===== src/rtl/uart_mgr_ng.sv =====
// uart_mgr_ng: byte-interface UART manager with TX/RX circular buffers,
// level reporting, flush, sticky RX overrun, threshold/TX-done interrupt,
// internal loopback and TX enable gating. 8N1 serial, LSB first; one bit
// lasts baudrate_cfg+1 clocks (baudrate_cfg >= 1 for a valid mid-bit sample).
module uart_mgr_ng #(
    parameter int TX_DEPTH = 16,
    parameter int RX_DEPTH = 16,
    parameter int LVL_W    = $clog2(((TX_DEPTH > RX_DEPTH) ? TX_DEPTH : RX_DEPTH) + 1)
) (
    input  logic             clk,
    input  logic             rstb,
    input  logic             uart_wr_en,
    input  logic [7:0]       uart_wr_data,
    output logic             uart_wr_ready,
    input  logic             uart_rd_req,
    output logic [7:0]       uart_rd_data,
    output logic             uart_rd_valid,
    output logic [LVL_W-1:0] tx_level,
    output logic [LVL_W-1:0] rx_level,
    input  logic             tx_flush,
    input  logic             rx_flush,
    input  logic             cfg_tx_en,
    input  logic             cfg_loopback,
    input  logic [LVL_W-1:0] cfg_rx_thresh,
    input  logic             cfg_txdone_ie,
    input  logic             clr_overrun,
    output logic             rx_overrun,
    output logic             irq,
    input  logic [7:0]       baudrate_cfg,
    input  logic             rx,
    output logic             tx
);
    localparam int TPW = $clog2(TX_DEPTH);
    localparam int RPW = $clog2(RX_DEPTH);
    localparam logic [LVL_W-1:0] TX_FULL = LVL_W'(TX_DEPTH);
    localparam logic [LVL_W-1:0] RX_FULL = LVL_W'(RX_DEPTH);
    localparam logic [LVL_W-1:0] LVL_ONE = LVL_W'(1);

    typedef enum logic       {TX_IDLE, TX_RUN} tx_st_e;
    typedef enum logic [1:0] {RX_IDLE, RX_START, RX_DATA, RX_STOP} rx_st_e;

    logic [7:0]       tx_mem [TX_DEPTH];
    logic [7:0]       rx_mem [RX_DEPTH];
    logic [TPW-1:0]   tx_wp_q, tx_rp_q;
    logic [RPW-1:0]   rx_wp_q, rx_rp_q;
    logic [LVL_W-1:0] tx_lvl_q, tx_lvl_d, rx_lvl_q, rx_lvl_d;
    logic             issued_q, rx_overrun_q, irq_q, rx_s1_q, rx_s2_q;

    tx_st_e           tx_st_q, tx_st_d;
    logic [9:0]       tx_sh_q, tx_sh_d;
    logic [3:0]       tx_bit_q, tx_bit_d;
    logic [7:0]       tx_cnt_q, tx_cnt_d;
    rx_st_e           rx_st_q, rx_st_d;
    logic [7:0]       rx_sh_q, rx_sh_d;
    logic [2:0]       rx_bit_q, rx_bit_d;
    logic [7:0]       rx_cnt_q, rx_cnt_d;

    logic tx_full, tx_empty, rx_full, rx_empty;
    logic tx_push, tx_valid, rx_pop, rx_wr, ovr;
    logic tx_busy, tx_line, rin, urx_valid;

    assign tx_full  = (tx_lvl_q == TX_FULL);
    assign tx_empty = (tx_lvl_q == '0);
    assign rx_full  = (rx_lvl_q == RX_FULL);
    assign rx_empty = (rx_lvl_q == '0);
    assign tx_busy  = (tx_st_q == TX_RUN);
    assign tx_line  = tx_busy ? tx_sh_q[0] : 1'b1;
    assign rin      = cfg_loopback ? tx_line : rx_s2_q;

    // issued_q blocks back-to-back issues, covering busy that rises a cycle after issue
    assign tx_push  = uart_wr_en & ~tx_full & ~tx_flush;
    assign tx_valid = cfg_tx_en & ~tx_empty & ~tx_busy & ~issued_q & ~tx_flush;
    assign rx_pop   = uart_rd_req & ~rx_empty & ~rx_flush;
    assign rx_wr    = urx_valid & (~rx_full | rx_pop) & ~rx_flush;
    assign ovr      = urx_valid & rx_full & ~rx_pop & ~rx_flush;

    assign uart_wr_ready = ~tx_full;
    assign uart_rd_valid = ~rx_empty;
    assign uart_rd_data  = rx_mem[rx_rp_q];
    assign tx_level      = tx_lvl_q;
    assign rx_level      = rx_lvl_q;
    assign rx_overrun    = rx_overrun_q;
    assign irq           = irq_q;
    assign tx            = cfg_loopback ? 1'b1 : tx_line;

    // Buffer levels: flush wins, simultaneous push and pop leave the level unchanged
    always_comb begin
        tx_lvl_d = tx_lvl_q;
        rx_lvl_d = rx_lvl_q;
        if (tx_flush)                tx_lvl_d = '0;
        else if (tx_push && !tx_valid) tx_lvl_d = tx_lvl_q + LVL_ONE;
        else if (!tx_push && tx_valid) tx_lvl_d = tx_lvl_q - LVL_ONE;
        if (rx_flush)                rx_lvl_d = '0;
        else if (rx_wr && !rx_pop)   rx_lvl_d = rx_lvl_q + LVL_ONE;
        else if (!rx_wr && rx_pop)   rx_lvl_d = rx_lvl_q - LVL_ONE;
    end

    // Serializer next state: start bit, 8 data bits LSB first, stop bit
    always_comb begin
        tx_st_d  = tx_st_q;
        tx_sh_d  = tx_sh_q;
        tx_bit_d = tx_bit_q;
        tx_cnt_d = tx_cnt_q;
        unique case (tx_st_q)
            TX_IDLE: if (tx_valid) begin
                tx_st_d  = TX_RUN;
                tx_sh_d  = {1'b1, tx_mem[tx_rp_q], 1'b0};
                tx_bit_d = '0;
                tx_cnt_d = '0;
            end
            TX_RUN: if (tx_cnt_q == baudrate_cfg) begin
                tx_cnt_d = '0;
                if (tx_bit_q == 4'd9) tx_st_d = TX_IDLE;
                else begin
                    tx_sh_d  = {1'b1, tx_sh_q[9:1]};
                    tx_bit_d = tx_bit_q + 4'd1;
                end
            end else tx_cnt_d = tx_cnt_q + 8'd1;
            default: tx_st_d = TX_IDLE;
        endcase
    end

    // Deserializer next state: confirm start at mid-bit, then sample every bit time
    always_comb begin
        rx_st_d   = rx_st_q;
        rx_sh_d   = rx_sh_q;
        rx_bit_d  = rx_bit_q;
        rx_cnt_d  = rx_cnt_q;
        urx_valid = 1'b0;
        unique case (rx_st_q)
            RX_IDLE: if (!rin) begin
                rx_st_d  = RX_START;
                rx_cnt_d = '0;
            end
            RX_START: if (rx_cnt_q == (baudrate_cfg >> 1)) begin
                rx_st_d  = rin ? RX_IDLE : RX_DATA;
                rx_cnt_d = '0;
                rx_bit_d = '0;
            end else rx_cnt_d = rx_cnt_q + 8'd1;
            RX_DATA: if (rx_cnt_q == baudrate_cfg) begin
                rx_cnt_d = '0;
                rx_sh_d  = {rin, rx_sh_q[7:1]};
                if (rx_bit_q == 3'd7) rx_st_d = RX_STOP;
                else rx_bit_d = rx_bit_q + 3'd1;
            end else rx_cnt_d = rx_cnt_q + 8'd1;
            RX_STOP: if (rx_cnt_q == baudrate_cfg) begin
                rx_st_d   = RX_IDLE;
                urx_valid = rin;
            end else rx_cnt_d = rx_cnt_q + 8'd1;
            default: rx_st_d = RX_IDLE;
        endcase
    end

    // Buffer storage, no reset needed: contents are only read when level says valid
    always_ff @(posedge clk) begin
        if (tx_push) tx_mem[tx_wp_q] <= uart_wr_data;
        if (rx_wr)   rx_mem[rx_wp_q] <= rx_sh_q;
    end

    // Control state: pointers, levels, serial engines, sticky flag, registered irq
    always_ff @(posedge clk or negedge rstb) begin
        if (!rstb) begin
            tx_wp_q <= '0; tx_rp_q <= '0; rx_wp_q <= '0; rx_rp_q <= '0;
            tx_lvl_q <= '0; rx_lvl_q <= '0;
            issued_q <= 1'b0; rx_overrun_q <= 1'b0; irq_q <= 1'b0;
            rx_s1_q <= 1'b1; rx_s2_q <= 1'b1;
            tx_st_q <= TX_IDLE; tx_sh_q <= '1; tx_bit_q <= '0; tx_cnt_q <= '0;
            rx_st_q <= RX_IDLE; rx_sh_q <= '0; rx_bit_q <= '0; rx_cnt_q <= '0;
        end else begin
            if (tx_flush) begin
                tx_wp_q <= '0; tx_rp_q <= '0;
            end else begin
                if (tx_push)  tx_wp_q <= tx_wp_q + TPW'(1);
                if (tx_valid) tx_rp_q <= tx_rp_q + TPW'(1);
            end
            if (rx_flush) begin
                rx_wp_q <= '0; rx_rp_q <= '0;
            end else begin
                if (rx_wr)  rx_wp_q <= rx_wp_q + RPW'(1);
                if (rx_pop) rx_rp_q <= rx_rp_q + RPW'(1);
            end
            tx_lvl_q <= tx_lvl_d;
            rx_lvl_q <= rx_lvl_d;
            issued_q <= tx_valid;
            if (ovr)              rx_overrun_q <= 1'b1;
            else if (clr_overrun) rx_overrun_q <= 1'b0;
            irq_q <= ((cfg_rx_thresh != '0) && (rx_lvl_q >= cfg_rx_thresh))
                   || (cfg_txdone_ie && tx_empty && !tx_busy && !tx_valid)
                   || rx_overrun_q;
            rx_s1_q <= rx;
            rx_s2_q <= rx_s1_q;
            tx_st_q <= tx_st_d; tx_sh_q <= tx_sh_d; tx_bit_q <= tx_bit_d; tx_cnt_q <= tx_cnt_d;
            rx_st_q <= rx_st_d; rx_sh_q <= rx_sh_d; rx_bit_q <= rx_bit_d; rx_cnt_q <= rx_cnt_d;
        end
    end
endmodule


===== config.mk =====
export PLATFORM = sky130hd
export DESIGN_NAME = uart_mgr_ng
export DESIGN_NICKNAME = d
export VERILOG_FILES = /design/src/rtl/uart_mgr_ng.sv
export SDC_FILE = /design/constraint.sdc
export NUM_CORES = 1
export LEC_CHECK = 0
export ABC_AREA = 0
export BUFFER_PORTS_ARGS = -buffer_cell sky130_fd_sc_hd__buf_2
export CAP_MARGIN = 30
export CORE_ASPECT_RATIO = 1.4
export CORE_MARGIN = 1.5
export CORE_UTILIZATION = 53
export DETAILED_ROUTE_END_ITERATION = 6
export PLACE_DENSITY = 0.7
export SETUP_SLACK_MARGIN = 0.05
export SLEW_MARGIN = 10
export SYNTH_ARGS = -nofsm -noshare
export SYNTH_HDL_FRONTEND = slang
export SYNTH_SLANG_ARGS = --single-unit
export TNS_END_PERCENT = 100

===== constraint.sdc =====
create_clock -name clk -period 5.5 [get_ports clk]
set_input_delay 0.825 -clock clk [delete_from_list [all_inputs] [get_ports clk]]
set_output_delay 0.825 -clock clk [all_outputs]
set_load 0.01 [all_outputs]

# [After elaboration in Yosys (flattened, before gate mapping)]
# Memories as Yosys holds them, arrays and structs flattened.
# Cells that the tools add are included.
[word_totals] out_inout_bits=23 elab_cells=165 input_bits=32 reg_bits=75 mem_bits_rw=256 mem_count=2
[memory_table] memory="rx_mem" words=16 width=8 rd=1 rd_clocked_by_memory_dff=0 wr=1 line_no="43" text="logic [7:0] rx_mem [RX_DEPTH];"
[memory_table] memory="tx_mem" words=16 width=8 rd=1 rd_clocked_by_memory_dff=0 wr=1 line_no="42" text="logic [7:0] tx_mem [TX_DEPTH];"
[classes] reduce_logical=32 n_mux=56 add_sub_neg=12 n_bitwise=23 n_eq_ne=20 n_lt_le_gt_ge=1
[ops] operator="8-bit two-way mux" n=6
[ops] operator="4-bit two-way mux" n=11
[ops] operator="8-bit case mux with 4 select lines" n=1
[ops] operator="10-bit two-way mux" n=3
[ops] operator="5-bit two-way mux" n=6
[ops] operator="4-bit by 1-bit adder with 4-bit output (second input constant)" n=5
[ops] operator="10-bit case mux with 2 select lines" n=1
[ops] operator="2-bit inequality test (second input constant)" n=9
[ops] operator="8-bit by 1-bit adder with 8-bit output (second input constant)" n=2
[ops] operator="8-bit equality test" n=2
[ops] operator="8-bit case mux with 2 select lines" n=1
[ops] operator="1-bit two-way mux" n=14
[ops] operator="1-bit AND" n=13
[ops] operator="2-bit two-way mux" n=6
[ops] operator="2-bit nonzero test" n=6
[ops] operator="5-bit by 1-bit adder with 5-bit output (second input constant)" n=2
[ops] operator="5-bit equality test (second input constant)" n=2
[ops] operator="5-bit zero test" n=2
[ops] operator="5-bit by 1-bit subtractor with 5-bit output (second input constant)" n=2
[ops] operator="3-bit two-way mux" n=3
[ops] operator="1-bit inverter" n=9
[ops] operator="8-bit by 7-bit equality test with 1-bit output" n=1
[ops] operator="1-bit logical AND" n=8
[ops] operator="2-bit case mux with 4 select lines" n=1
[ops] operator="other kinds (20)" n=28

# [Depth between registers and ports, before layout]
# Gate-level depths: netlist (run 1).
[logic_depth] ltp_word=12 depth_mapped=13 mapped_depth_nobuf=11

# [Worst setup path before layout (run 1)]
# Ideal clock, no wire load.
[synth_path] path_type="input to register" from="input port baudrate_cfg[0]" to="register rx_lvl_q[4] (netlist: rx_level[4])" path_buffers=1 arrival_ps=3353 setup_slack_ps=2020 setup_time_ps=127 path_stages=12 cell_sequence="xnor2_1 -> nand4_1 -> nor3_1 -> and4b_1 -> clkbuf_1 -> nand2_1 -> fa_1 -> a21o_1 -> a21oi_1 -> nand2_1 -> mux2_2 -> mux2_1"
[synth_between] elab_chain_cells=8 word_cells_on_any_way=11
[synth_lines] item="start: declaration" line_no="29" text="input logic [7:0] baudrate_cfg,"
[synth_lines] item="8-bit equality test (*)" line_no="146" text="RX_STOP: if (rx_cnt_q == baudrate_cfg) begin"
[synth_lines] item="1-bit two-way mux (*)" line_no="146"
[synth_lines] item="1-bit two-way mux (*)" line_no="130" text="unique case (rx_st_q)"
[synth_lines] item="1-bit AND (*) (2 in a row)" line_no="74" text="assign rx_wr = urx_valid & (~rx_full | rx_pop) & ~rx_flush;"
[synth_lines] item="1-bit logical AND / 1-bit zero test (equally long branches)" line_no="94, 95"
[synth_lines] item="5-bit two-way mux / 1-bit logical AND (equally long branches)" line_no="94, 95"
[synth_lines] item="5-bit two-way mux / 3-bit nonzero test (equally long branches)"
[synth_lines] item="end signal: assignment" line_no="183" text="rx_lvl_q <= rx_lvl_d;"
[synth_lines] item="end: declaration" line_no="46" text="logic [LVL_W-1:0] tx_lvl_q, tx_lvl_d, rx_lvl_q, rx_lvl_d;"
# Every way passes the cells marked *; elsewhere a longest branch is shown, timed or not.
# A chain may end at the register's enable or synchronous reset.

# [Worst setup path in the final report (run 1)]
[layout_path] from="register rx_rp_q[0]" to="output port uart_rd_data[4]"
[layout_between] elab_chain_cells=1
[layout_lines] item="start: declaration" line_no="45" text="logic [RPW-1:0] rx_wp_q, rx_rp_q;"
[layout_lines] item="start signal: assignment" line_no="180" text="if (rx_pop) rx_rp_q <= rx_rp_q + RPW'(1);"
[layout_lines] item="memory read 16 x 8 bit"
[layout_lines] item="end: declaration" line_no="16" text="output logic [7:0] uart_rd_data,"
# No other way between the ends.

==> flow_summary.ini, run 1 <==
[worst_setup_path]
cp_slowest_stage_delay_ps = 890
cp_max_fo = 26
crit_chain = buf_4, mux2i_1, a221oi_1, o21ai_0, nand2_1, buf_2
cp_top_family = flip-flops
crit_required_ps = 4680
worstSetupPathDepth = 6
cp_data_arrival_time_ps = 2970
end_kind = output port
startpoint_type = flip-flop
crit_type = flip-flop to output port
slowest_stage = dfrtp_2
path_buf_inv = 2
reg2regPathDepth = 11

[synthesis]
synth_seq_area_share = 0.660
syn_nets = 992
syn_avg_cell_area_sq_um = 15.6
synth-edff-count = 256
synth_cells = 930
synthArstFlopShare = 0.224
yosysWarnings = 0
synth_seq_cells = 330
syn-cell-area_sq_mm = 0.0145
synth_cell_types = 68
synth-main-ff-cell = edfxtp_1

[job]
drv_cap = 0

[cts]
cts-htree-levels = 1
postCtsHoldBufs = 0
path_clk_slew_ps = 60
cts_setup_buffers = 0
root_buffer = clkbuf_16
clock_latency_ps = 560
cts_tree = built
numCtsBuffers = 30
cts.path.max_buffers = 3
ctsResizeCount = 0
cts_sinks = 330

[grt]
antenna_found_initial = 0
grtUsageTotal = 0.214
grt_max_degree = 68
first_global_vias = 8103
grt-ovfl-total = 0
grt_first_pass_wirelength_microns = 45600

[pwr]
power_density_mw_per_mm2 = 397
ir_drop_mv = 0.319
leakage_uw = 0.00587

[floorplan]
io_pins = 55
start_util = 0.539
die_x_microns = 143
die_height_microns = 198
coreArea_sq_mm = 0.0268
die_area_sq_mm = 0.0283
num_rows = 71

[sta]
worst_pin_slew_ps = 914
finalSetupViolCount = 0
slew_violations = 0
hold_viol_final = 0
period_share = 0.690
fin_tns_setup_ps = 0
fin_crit_ps = 3800
max_slew_margin = 0.387
rsz0062_at_grt = no
fmax_mhz = 263
fin_skew_ps = 16.6

[hold_path]
hold_class = primary input to async pin

[detailed_routing]
drcViolationCount = 0
drt-total-wl_microns = 29000
via_per_inst = 5.86
drt_iter0_drc = 416
drtPass1Iterations = 5
routed-via-count = 8056
wl_per_cell_microns = 21.1
postRouteAntennaNets = 0

[finish]
num_antenna_cells = 0
drive_gt1_frac = 0.188
final_nets = 1048
layout.cells.most_common = edfxtp_1
fin_util = 0.599
layout_common_cells = 256 x edfxtp_1, 62 x mux2i_1, 61 x dfrtp_1
area_growth_pct = 11.1

[place]
portBuffers = 54
place.gp.congestion = 0.806
hpwl_microns = 20100

[run_status]
status = finished clean
-- cell usage after synthesis, drive strengths merged (3+ instances only) --
master    n  area (sq um)
mux2     21           236
nand2    43           164
ha       28           350
o21ai    21           105
nor3     11          55.1
xnor2    20           175
a22oi    12          90.1
or3       4          25.0
o31ai     6          45.0
edfxtp  256          7690
a221oi   25           219
buf       9          90.1
a31oi     4          25.0
or4       7          52.6
a22o      5          43.8
a221o     4          40.0
or2       3          18.8
nand4     8          50.1
a21oi    20           100
mux4     44          1020
dfrtp    63          1580
nand3b    3          22.5
a21boi    3          26.3
dfstp    11           289
xor2     19           166
nor4      6          50.0
inv      24          90.1
nor2b     7          43.8
nand2b   10          62.6
and3     21           131
nand3    16          80.1
clkbuf   34           131
and4      3          26.3
mux2i    62           621
and2     12          75.1
nor2     53           201
a21o     10          76.3
-- final timing paths --
| kind | to | slack [ps] | from |
|---|---|---|---|
| worst min register to register | rx_s2_q | 360 | rx_s1_q |
| worst min-delay path | rx_bit_q[0] | 80 | rstb |
| max in group asynchronous | tx_sh_q[4] | 4660 | rstb |
| min in group clk | rx_s2_q | 360 | rx_s1_q |
| worst max-delay path | uart_rd_data[4] | 1700 | rx_rp_q[0] |
| worst max register to register | rx_level[4] | 1820 | rx_cnt_q[0] |
-- state kept, by name (all words and copies together), names as in the netlist, 3 cells and up, named ones only --
register / flops
tx_bit_q: 4
rx_wp_q: 4
tx_wp_q: 4
rx_cnt_q: 8
tx_cnt_q: 8
tx_level: 5
tx_sh_q: 9
rx_mem: 128
rx_bit_q: 3
rx_sh_q: 8
rx_rp_q: 4
rx_level: 5
tx_rp_q: 4
tx_mem: 128
-- power by group --
| group | switching, uW | internal (uW) | leakage, uW |
|---|---|---|---|
| clock | 867 | 1140 | 0.000458 |
| combinational | 667 | 621 | 0.00212 |
| sequential | 242 | 2840 | 0.00329 |
-- cell type report --
class / instances / area [sq um]
Fill cell: 2071 / 10800
Sequential cell: 330 / 9560
Multi-Input combinational cell: 532 / 4620
Clock buffer: 42 / 826
Tap cell: 365 / 457
Timing Repair Buffer: 67 / 403
Clock inverter: 13 / 121
Inverter: 25 / 93.8
-- stage by stage --
step / area, sq um / std cells / power, uW / hold slack [ps] / setup WS (ps)
2_1_floorplan: 14500 / 930 / 4050 / 345 / 2020
3_3_place_gp: 15100 / 1315 / 4380 / 349 / 1460
3_5_place_dp: 15100 / 1316 / 4420 / 354 / 1370
4_1_cts: 16000 / 1371 / 6410 / 67.7 / 1630
5_1_grt: 16100 / 1374 / 6670 / 72.1 / 1520
6_report: 16100 / 1374 / 6370 / 83.3 / 1700
-- per-layer routing --
metal,up-vias,track usage,share of wire
met5,-,0,0
met4,0,0.0760,0.032
met3,61,0.0221,0.032
met2,175,0.409,0.56
met1,4086,0.245,0.38
li1,3734,-,-
-- kinds of logic after synthesis --
group / after synthesis / synth area share
flip-flops: 330 / 0.660
AND/OR/NAND/NOR: 213 / 0.0767
multiplexers: 127 / 0.130
AO/OA/AOI/OAI: 123 / 0.0606
buffers and inverters: 68 / 0.0218
XOR/XNOR: 39 / 0.0236
adder cells (fa/ha/maj): 30 / 0.0270
Power figures use the tool's default switching activity.
==> run 2, diff against run 1 <==
==> constraint.sdc (replaced) <==
create_clock -name clk -period 3.89 [get_ports clk]
set_input_delay 0.5835 -clock clk [delete_from_list [all_inputs] [get_ports clk]]
set_output_delay 0.5835 -clock clk [all_outputs]
set_load 0.01 [all_outputs]
==> flow_summary.ini, run 2 (synthesis results as in run 1) <==
[finish]
drive_gt1_frac = 0.196
reg.largest.list = rx_mem (128), tx_mem (128), tx_sh_q (9)
area_growth_pct = 11.3
layout_common_cells = 256 x edfxtp_1, 62 x mux2i_1, 61 x dfrtp_1
n_fill_cell = 2059
final_cells = 1382
layout.cells.most_common = edfxtp_1
final_nets = 1054

[hold_path]
hold_class = primary input to async pin

[floorplan]
io_pins = 55
coreArea_sq_mm = 0.0268
die_x_microns = 143
die_height_microns = 198
num_rows = 71
die_area_sq_mm = 0.0283
start_util = 0.539

[sta]
slew_violations = 0
rsz0062_at_grt = no
max_slew_margin = 0.379
timing.hold.ws_ps = 116
fmax_mhz = 298
hold_viol_final = 0
worst_pin_slew_ps = 928
layout_setup_ws_ps = 539
period_share = 0.862
fin_skew_ps = 20.2
fin_tns_setup_ps = 0
fin_crit_ps = 3350
finalSetupViolCount = 0

[grt]
antenna_found_initial = 0
grt_max_degree = 60
grtUsageTotal = 0.214
grt-ovfl-total = 0
first_global_vias = 8087
grt_first_pass_wirelength_microns = 45600

[pwr]
power_density_mw_per_mm2 = 564
ir_drop_mv = 0.453
leakage_uw = 0.00589

[worst_setup_path]
end_kind = flip-flop
cp_max_fo = 8
crit_chain = xnor2_1, nand4_1, nor3_1, and4b_1, nand2_1, fa_1, a21o_1, a21oi_1, nand2_1, mux2_2, mux2_1
cp_data_arrival_time_ps = 3790
path_buf_inv = 0
rrSetupSlack_ps = 540
crit_required_ps = 4330
crit_type = flip-flop to flip-flop
cp_slowest_stage_delay_ps = 490
slowest_stage = dfrtp_1
startpoint_type = flip-flop
crit_top_cell = nand2_1
cp_top_family = simple AND/OR/NAND/NOR gates

[place]
numPlacedInstances = 1325
place.gp.congestion = 0.810
place_ws_ps = 324
hpwl_microns = 20200
portBuffers = 54

[cts]
cts_sinks = 330
root_buffer = clkbuf_16
path_clk_slew_ps = 70
cts-htree-levels = 1
cts.path.max_buffers = 3
cts_setup_buffers = 0
ctsResizeCount = 0
cts_tree = built
numCtsBuffers = 30
postCtsHoldBufs = 0
clock_latency_ps = 560

[detailed_routing]
postRouteAntennaNets = 0
routed-via-count = 8013
wl_per_cell_microns = 21.3
drt-total-wl_microns = 29400
drt_iter0_drc = 357
drtPass1Iterations = 4
drcViolationCount = 0
via_per_inst = 5.80

[job]
drv_cap = 0

[run_status]
status = finished clean
## run 2: worst register-to-register path, delay by kind of cell (launching register included)
kind            cells  cell delay, ps
simple gates        5            1140
mux                 2             570
flops               1             490
fa+ha+maj           1             430
compound gates      2             400
xor+xnor            1             220
## run 2: report_power, final
| group | leakage (uW) | total (uW) | switching, uW | internal (uW) |
|---|---|---|---|---|
| Combinational | 0.00213 | 1890 | 996 | 899 |
| Clock | 0.000477 | 2870 | 1240 | 1630 |
| Sequential | 0.00329 | 4310 | 294 | 4020 |
## run 2: per-stage QoR
| stage | util | area [sq um] | power, uW |
|---|---|---|---|
| after floorplan | - | 14500 | 5730 |
| after global placement | 0.564 | 15100 | 6240 |
| after detailed placement | 0.564 | 15100 | 6290 |
| after CTS | 0.600 | 16100 | 9150 |
| after global routing | 0.600 | 16100 | 9490 |
| final | 0.600 | 16100 | 9080 |
## run 2: layout make-up
type                            count  area, sq um  share of cell area
Sequential cell                   330         9560               0.593
Multi-Input combinational cell    532         4600               0.285
Clock buffer                       41          832              0.0517
Tap cell                          365          457              0.0284
Timing Repair Buffer               73          428              0.0266
Clock inverter                     15          139             0.00862
Inverter                           25         93.8             0.00583
Antenna cell                        1         2.50            0.000155
## run 2: final timing paths
| check | start | depth (start not counted) | end |
|---|---|---|---|
| worst min-delay path | rstb | 1 | rx_bit_q[2] |
| max in group asynchronous | rstb | 2 | rx_s1_q |
| worst max-delay path | rx_cnt_q[0] | 11 | rx_level[4] |
| worst min register to register | rx_s1_q | 0 | rx_s2_q |
| worst max register to register | rx_cnt_q[0] | 11 | rx_level[4] |
| min in group clk | rx | 1 | rx_s1_q |
## run 2: routing by layer
| layer | GRT usage | part of all wire |
|---|---|---|
| met1 | 0.249 | 0.38 |
| met2 | 0.405 | 0.56 |
| met3 | 0.0205 | 0.030 |
| met4 | 0.0802 | 0.035 |
| met5 | 0 | 0 |
